$ cat src/rtl/fetch_stage_pkg.sv
// Shared types and constants for the instruction fetch stage.
package fetch_stage_pkg;

  typedef enum logic [1:0] {
    BOOT = 2'd0,
    RUN  = 2'd1,
    HALT = 2'd2
  } fetch_state_t;

  localparam logic [31:0] NOP_INSTR        = 32'h0000_0013;
  localparam logic [31:0] RESET_PC_DEFAULT = 32'hBFC0_0000;

endpackage

$ cat src/rtl/fetch_stage_if_id_reg.sv
// IF/ID pipeline register: flush beats enable, enable loads a valid instruction.
module if_id_reg
  import fetch_stage_pkg::*;
#(
  parameter int ADDR_WIDTH  = 32,
  parameter int INSTR_WIDTH = 32
) (
  input  logic                   clk,
  input  logic                   rst_n,
  input  logic                   en,
  input  logic                   flush,
  input  logic [INSTR_WIDTH-1:0] instr,
  input  logic [ADDR_WIDTH-1:0]  pc,
  input  logic [ADDR_WIDTH-1:0]  pc_plus4,
  output logic [INSTR_WIDTH-1:0] instr_d,
  output logic [ADDR_WIDTH-1:0]  pc_d,
  output logic [ADDR_WIDTH-1:0]  pc_plus4_d,
  output logic                   valid_d
);

  // NOTE: sequential state uses non-blocking assignments so every register
  // samples pre-edge values regardless of block evaluation order.
  always_ff @(posedge clk or negedge rst_n) begin
    if (!rst_n) begin
      instr_d    <= INSTR_WIDTH'(NOP_INSTR);
      pc_d       <= '0;
      pc_plus4_d <= '0;
      valid_d    <= 1'b0;
    end else if (flush) begin
      // pc_d/pc_plus4_d are left stale; valid_d=0 marks them meaningless.
      instr_d <= INSTR_WIDTH'(NOP_INSTR);
      valid_d <= 1'b0;
    end else if (en) begin
      instr_d    <= instr;
      pc_d       <= pc;
      pc_plus4_d <= pc_plus4;
      valid_d    <= 1'b1;
    end
  end

endmodule

$ cat src/rtl/fetch_stage.sv
// Fetch stage: PC/FSM (BOOT, RUN, HALT) driving external instruction memory.
module fetch_stage
  import fetch_stage_pkg::*;
#(
  parameter int                    ADDR_WIDTH  = 32,
  parameter int                    INSTR_WIDTH = 32,
  parameter logic [ADDR_WIDTH-1:0] RESET_PC    = ADDR_WIDTH'(RESET_PC_DEFAULT)
) (
  input  logic                   clk,
  input  logic                   rst_n,
  output logic [ADDR_WIDTH-1:0]  pc,
  input  logic [INSTR_WIDTH-1:0] instr,
  input  logic                   stall,
  input  logic                   redirect,
  input  logic [ADDR_WIDTH-1:0]  redirect_target,
  input  logic                   halt_req,
  output logic [INSTR_WIDTH-1:0] instr_d,
  output logic [ADDR_WIDTH-1:0]  pc_d,
  output logic [ADDR_WIDTH-1:0]  pc_plus4_d,
  output logic                   valid_d,
  output logic                   misalign_fault,
  output logic [31:0]            fetch_count
);

  fetch_state_t          state;
  logic [ADDR_WIDTH-1:0] pc_plus4;
  logic                  redirect_taken;
  logic                  target_misaligned;
  logic                  load;
  logic                  flush;

  assign pc_plus4          = pc + ADDR_WIDTH'(4);
  assign redirect_taken    = redirect && (state != BOOT);
  assign target_misaligned = |redirect_target[1:0];
  assign load              = (state == RUN) && !stall && !redirect;
  assign flush             = redirect_taken || (state == HALT);

  always_ff @(posedge clk or negedge rst_n) begin
    if (!rst_n) begin
      state          <= BOOT;
      pc             <= RESET_PC;
      misalign_fault <= 1'b0;
      fetch_count    <= '0;
    end else begin
      case (state)
        BOOT: state <= RUN;
        default: begin
          if (redirect) begin
            pc <= {redirect_target[ADDR_WIDTH-1:2], 2'b00};
            if (target_misaligned) begin
              misalign_fault <= 1'b1;
              state          <= HALT;
            end else begin
              state <= RUN;
            end
          end else if (state == RUN) begin
            if (!stall) begin
              pc <= pc_plus4;
              if (fetch_count != 32'hFFFF_FFFF) fetch_count <= fetch_count + 32'd1;
            end
            // The fetch in this cycle still completes; HALT starts next cycle.
            if (halt_req) state <= HALT;
          end
        end
      endcase
    end
  end

  if_id_reg #(
    .ADDR_WIDTH (ADDR_WIDTH),
    .INSTR_WIDTH(INSTR_WIDTH)
  ) u_if_id (
    .clk       (clk),
    .rst_n     (rst_n),
    .en        (load),
    .flush     (flush),
    .instr     (instr),
    .pc        (pc),
    .pc_plus4  (pc_plus4),
    .instr_d   (instr_d),
    .pc_d      (pc_d),
    .pc_plus4_d(pc_plus4_d),
    .valid_d   (valid_d)
  );

endmodule

$ cat config.mk
export PLATFORM = sky130hd
export DESIGN_NAME = fetch_stage
export DESIGN_NICKNAME = d
export VERILOG_FILES = /design/src/rtl/fetch_stage_pkg.sv /design/src/rtl/fetch_stage_if_id_reg.sv /design/src/rtl/fetch_stage.sv
export SDC_FILE = /design/constraint.sdc
export NUM_CORES = 1
export LEC_CHECK = 0
export BUFFER_PORTS_ARGS = -buffer_cell sky130_fd_sc_hd__buf_2
export CORE_MARGIN = 8
export CORE_UTILIZATION = 46
export CTS_CLUSTER_SIZE = 8
export DETAILED_ROUTE_END_ITERATION = 6
export MAX_ROUTING_LAYER = met4
export PLACE_DENSITY_LB_ADDON = 0.05
export SLEW_MARGIN = 20
export SYNTH_ARGS = -nofsm -noshare
export SYNTH_HDL_FRONTEND = slang
export SYNTH_SLANG_ARGS = --single-unit
$ cat constraint.sdc
create_clock -name clk -period 2.19 [get_ports clk]
set_clock_uncertainty 0.05 [all_clocks]
set_input_delay 0.1095 -clock clk [delete_from_list [all_inputs] [get_ports clk]]
set_output_delay 0.1095 -clock clk [all_outputs]
set_load 0.02 [all_outputs]
==> flow_summary_export.csv, run 1 <==
group,metric,value,unit
power_and_ir_drop,power_leakage,0.005109,uW
critical_path,crit_path_end_kind,"flop",
die,ioPinCount,231,
placement,buffer_ports.inserted,224,
finish,post-route-util,0.6451,
cts,cts.root.buffer_cell,"sky130_fd_sc_hd__clkbuf_16",
cts,cts.reportedPaths.clkPinSlew,0.06,ns
logic_synthesis,synth.area.top_cells,"sky130_fd_sc_hd__dfrtp_1 (50%), sky130_fd_sc_hd__nand2_1 (8.9%), sky130_fd_sc_hd__dfstp_2 (4.3%)",
logic_synthesis,postSynth.topFlopCell,"sky130_fd_sc_hd__dfrtp_1",
critical_path,worst-path-max-fanout,7,
logic_synthesis,syn_inst,734,
die,die_area,20070,um^2
power_and_ir_drop,fin_total_pwr,11480,uW
drt,drcViolationCount,0,
die,die_extent_in_x,141.7,um
sta,timing.final.max_slew_violations,0,
finish,layout-drive-gt1-share,0.3209,
sta,timing.setup.tns,0,ns
finish,flow.area_growth_from_synthesis,39.03,%
logic_synthesis,seq_area_frac_synth,0.5464,
logic_synthesis,synth_cell_types,58,
drt,num_vias,6711,
cts,number_of_sinks_handled_by_clock_tree_synthesis,158,
cts,tritoncts,"done",
drt,drt_pass1_iterations,5,
sta,hold_viol_final,0,
grt,first_global_vias,6846,
die,core.rowCount,46,
finish,num-fill-cells,1298,
sta,achievable-frequency,0.4775,GHz
cts,clock_insertion_delay_worst_skew,0.42,ns
logic_synthesis,number_of_flops_mapped_to_enable_cells_by_yosys,0,
grt,residual_overflow_from_global_routing,0,
drt,detail_route.vias_per_cell,5.301,
die,core_area,15660,um^2
logic_synthesis,synth.ff_latch_count,158,
placement,detailed_place_hpwl,15.37,mm
run_status,run_status,"finished, final reports clean",
grt,number_of_antenna_violations_at_the_first_check_in_global_routing,0,
critical_path,startpoint_type,"flop",
power_and_ir_drop,pwr_density_cell,1137,nW/um^2
drt,wirelength,22.75,mm
logic_synthesis,synth.yosys.warnings,0,
placement,gp_congestion,0.8016,
logic_synthesis,syn_area_per_cell,9.895,um^2
grt,grt_start_max_net_pins,97,
drt,routed_wire_length_per_instance,17.97,um
die,initial_core_util,0.4640,
sta,final_min_period_over_clock_period,0.9564,
logic_synthesis,synth-async-reset-ratio,1.000,
drt,drc_violation_total_after_the_first_tritonroute_iteration,441,
critical_path,crit_type,"flop to flop",
cts,cts_max_path_buffers,2,
sta,worst_pin_slew,0.6910,ns
sta,grt_setup_unrepaired,"no",
sta,min_period,2.094,ns
flow_run,max_cap_viol_count,0,
min_path,worst_hold_path_type,"input pin to flop",
drt,drtAntennaViolNets,0,
critical_path,worstPathRequired,2.45,ns
sta,worst_slew_margin_rel,0.5351,
finish,layout_commonest_cell,"sky130_fd_sc_hd__buf_2",
logic_synthesis,netlist.top_cell.by_area,"sky130_fd_sc_hd__dfrtp_1",
cts,cts-buffers-inserted,17,
power_and_ir_drop,worst_ir_drop_vdd,0.8595,mV
grt,grt_pass1_wl,35.89,mm
critical_path,timing.critical_path.arrival,2.35,ns
logic_synthesis,synth_largest_type_area_fraction,0.5030,
die,die_h,141.7,um
grt,globalRouteTotalUtil,0.2303,
sta,finalSetupViolations,0,
logic_synthesis,synthesis.area,7263,um^2
finish,layout_common_cells,"sky130_fd_sc_hd__buf_2 (223), sky130_fd_sc_hd__nand2_1 (172), sky130_fd_sc_hd__dfrtp_1 (140)",
finish,post_layout_net_count,1105,
cts,cts-htree-levels,4,
[worst max-delay path: stages (launching register included)]
cell and delay [ns]:
sky130_fd_sc_hd__dfrtp_1 0.38, sky130_fd_sc_hd__or4b_4 0.58, sky130_fd_sc_hd__or2_1 0.31, sky130_fd_sc_hd__a211oi_4 0.36, sky130_fd_sc_hd__nand3_1 0.15, sky130_fd_sc_hd__xnor2_1 0.15
[power breakdown]
part           total, uW  switching [uW]  internal (uW)
registers           4480             679           3800
clock network       2910            1170           1740
logic               4090            2610           1470
total              11500            4460           7010
[registers in the layout, indices dropped and copies added (netlist names)]
register	count
fetch_count	32
misalign_fault	1
pc	30
state	2
u_if_id.instr_d	32
u_if_id.pc_d	30
u_if_id.pc_plus4_d	30
u_if_id.valid_d	1
[cell type report]
class | instances | area (um^2) | share of cell area
diodes | 3 | 7.507 | 0.0007434
multi-input cells | 519 | 3062 | 0.3032
inverters | 3 | 11.26 | 0.001115
repair buffers | 335 | 2193 | 0.2172
well taps | 216 | 270.3 | 0.02676
clock inverters | 10 | 113.9 | 0.01127
clock buffers | 22 | 464.2 | 0.04597
flip-flops and latches | 158 | 3976 | 0.3938
[Yosys cell counts, drive strengths merged, types with 2 or more instances]
library cell and number:
nand2 172, dfrtp 146, o21ai 49, clkbuf 41, a22o 35, nand3 33
xnor2 30, nor2 25, xor2 23, nand4 22, buf 18, a21oi 15
and3 14, dfstp 12, nor3 11, nor4 8, o211ai 8, o22ai 7
or4 7, a22oi 6, and4 4, mux2i 4, a2bb2oi 3, and2 3
inv 3, o2bb2ai 3, o311ai 3, ha 2, mux2 2, nor3b 2
nor4b 2, o21a 2, o21bai 2, o31ai 2, or3b 2
[kinds of logic (layout without fill, tap and decap cells)]
kind of cell               after synthesis  in the layout  synth area share
DFF                                    158            158            0.5464
xor gates and xnor gates                53             53           0.06391
adders and majority gates                2              2          0.003445
muxes                                    6              6          0.008613
AOI/OAI and AO/OA                      143            143            0.1354
other                                    1              9         0.0005163
and+or+nand+nor                        309            309            0.2031
buffers and inverters                   62            370           0.03858
[through the flow]
stage | cell area (um^2) | std cells | hold slack, ns | worst slack (ns)
after global placement | 8812 | 1164 | 0.07974 | 0.01057
after CTS | 10020 | 1259 | 0.01801 | 0.06684
after floorplan | 7292 | 739 | -0.2361 | -0.02231
final | 10100 | 1266 | 0.02685 | 0.09556
after detailed placement | 8812 | 1164 | 0.09176 | -0.08345
after global routing | 10090 | 1263 | 0.04455 | 0.01241
[worst paths after layout]
| check | end | slack (ns) | start | cells past startpoint |
|---|---|---|---|---|
| hold / removal | pc[29] | 0.03 | redirect_target[29] | 4 |
| min in group asynchronous | u_if_id.pc_plus4_d[8] | 0.20 | rst_n | 2 |
| setup reg to reg | fetch_count[31] | 0.1 | state[1] | 5 |
| hold reg to reg | u_if_id.pc_d[11] | 0.42 | u_if_id.pc_d[11] | 2 |
| setup / recovery | fetch_count[31] | 0.1 | state[1] | 5 |
| max in group asynchronous | pc[24] | 1.16 | rst_n | 3 |
[layer usage]
layer / up-vias / GRT usage / wire length (um)
met3: 20 / 0.05780 / 1550
met5: - / - / 0
met4: 0 / 0.07349 / 284
met2: 229 / 0.3526 / 10800
met1: 3302 / 0.2959 / 10110
li1: 3160 / - / -
[what timing repair did]
action	CTS	global route
endpoints found under the setup margin	29	22
hold endpoints to repair	113	0
resized for setup	1	6
hold buffers	63	0
setup buffers	0	3
cloned	0	1
pin swaps	0	4
No activity file was read; power rests on OpenSTA's default activity.
==> run 2, diff against run 1 <==
Settings changed: CORE_UTILIZATION 46 to 41, CTS_CLUSTER_SIZE 8 to 28.
Clock period 2.19 ns to 2.1 ns, I/O delays scaled along.
==> flow_summary_export.csv, run 2 (synthesized netlist as in run 1, its figures left out) <==
group,metric,value,unit
finish,layout_common_cells,"sky130_fd_sc_hd__buf_2 (223), sky130_fd_sc_hd__nand2_1 (172), sky130_fd_sc_hd__dfrtp_1 (138)",
sta,grt_setup_unrepaired,"yes",
grt,grt_start_max_net_pins,99,
critical_path,worstPathRequired,2.36,ns
grt,grt_pass1_wl,36.51,mm
grt,number_of_antenna_violations_at_the_first_check_in_global_routing,0,
die,die_extent_in_x,149.1,um
cts,clock_insertion_delay_worst_skew,0.42,ns
sta,worst_slack,0.05439,ns
cts,tritoncts,"done",
cts,number_of_sinks_handled_by_clock_tree_synthesis,158,
drt,routed_wire_length_per_instance,17.77,um
sta,hold_viol_final,0,
finish,layout-drive-gt1-share,0.3415,
min_path,worst_hold_path_type,"input pin to flop",
die,initial_core_util,0.4199,
placement,buffer_ports.inserted,224,
placement,place_ws,0.006615,ns
finish,num_antenna_cells,0,
critical_path,timing.critical_path.arrival,2.30,ns
run_status,run_status,"finished, final reports clean",
finish,post_layout_net_count,1124,
die,ioPinCount,231,
power_and_ir_drop,power_leakage,0.005230,uW
drt,detail_route.vias_per_cell,5.188,
critical_path,crit_type,"flop to flop",
grt,residual_overflow_from_global_routing,0,
power_and_ir_drop,pwr_density_cell,1209,nW/um^2
power_and_ir_drop,worst_ir_drop_vdd,0.7449,mV
sta,min_period,2.046,ns
sta,achievable-frequency,0.4889,GHz
cts,cts-buffers-inserted,17,
sta,worst_slew_margin_rel,0.6188,
drt,drc_violation_total_after_the_first_tritonroute_iteration,267,
die,core_area,17300,um^2
grt,globalRouteTotalUtil,0.2123,
placement,detailed_place_hpwl,16.38,mm
critical_path,worst-path-max-fanout,5,
cts,cts_max_path_buffers,2,
drt,drt_pass1_iterations,5,
die,core.rowCount,48,
finish,layout_commonest_cell,"sky130_fd_sc_hd__buf_2",
cts,cts.root.buffer_cell,"sky130_fd_sc_hd__clkbuf_16",
finish,biggestRegsByFlops,"fetch_count: 32 flops, u_if_id.instr_d: 32 flops",
flow_run,max_cap_viol_count,0,
cts,cts-htree-levels,4,
drt,wirelength,22.94,mm
drt,num_vias,6698,
sta,worst_pin_slew,0.5717,ns
finish,flow.area_growth_from_synthesis,42.08,%
drt,drtAntennaViolNets,0,
sta,final_min_period_over_clock_period,0.9741,
die,die_h,149.1,um
sta,hold_slack,0.01554,ns
sta,finalSetupViolations,0,
grt,first_global_vias,6853,
cts,cts.reportedPaths.clkPinSlew,0.06,ns
critical_path,crit_path_end_kind,"flop",
critical_path,startpoint_type,"flop",
die,die_area,22230,um^2
placement,gp_congestion,0.8368,
drt,drcViolationCount,0,
sta,timing.final.max_slew_violations,0,
-- run 2: what timing repair did --
action,CTS,global route
setup endpoints to repair,1,21
hold buffers,64,0
gates resized for setup,1,4
pin swaps,0,3
buffers inserted,0,2
endpoints found under the hold margin,121,0
-- run 2: metal layers --
layer  up-vias  share of wire  track usage
met1      3261           0.44       0.2680
li1       3200              -            -
met2       209           0.47       0.3224
met5         -              0            -
met3        28          0.065      0.05795
met4         0          0.019      0.07572
-- run 2: through the flow --
step           cell area, um^2  power [uW]  utilization  cells  setup TNS [ns]
3_5_place_dp              8991        8988       0.5198   1193               0
6_report                 10320       12480       0.5966   1291               0
2_1_floorplan             7348        7154            -    739         -0.4324
3_3_place_gp              8991        8873       0.5198   1193               0
4_1_cts                  10290       12590       0.5952   1289               0
5_1_grt                  10320       13220       0.5966   1291        -0.04678
-- run 2: layout make-up --
type	count	area (um^2)
tap	225	281.5
clock inverter	13	209.0
fill	1541	6977
clock buffer	19	452.9
sequential	158	3979
multi-input combinational	519	3098
inverter	3	11.26
timing repair buffer	354	2288
-- run 2: worst max-delay path: stages (launching register included) --
cell,delay (ns)
sky130_fd_sc_hd__dfrtp_2,0.42
sky130_fd_sc_hd__ha_4,0.15
sky130_fd_sc_hd__nand3_1,0.12
sky130_fd_sc_hd__or4_4,0.52
sky130_fd_sc_hd__nor3_4,0.25
sky130_fd_sc_hd__nor2_2,0.08
sky130_fd_sc_hd__mux2_1,0.32
-- run 2: where the power goes --
part	leakage [uW]	switching [uW]	internal [uW]	total (uW)
Clock	0.000316	1290	2180	3470
Combinational	0.00289	2800	1600	4400
Sequential	0.00202	648	3970	4610
Total	0.00523	4730	7740	12500
-- run 2: final timing paths --
check	from	endpoint	slack (ns)	depth (start not counted)
setup / recovery	fetch_count[1]	fetch_count[1]	0.05	6
hold / removal	redirect_target[27]	pc[27]	0.02	4
setup reg to reg	fetch_count[1]	fetch_count[1]	0.05	6
hold reg to reg	u_if_id.pc_d[7]	u_if_id.pc_d[7]	0.42	2
max in group asynchronous	rst_n	fetch_count[12]	1.05	3
min in group asynchronous	rst_n	u_if_id.pc_plus4_d[10]	0.15	2
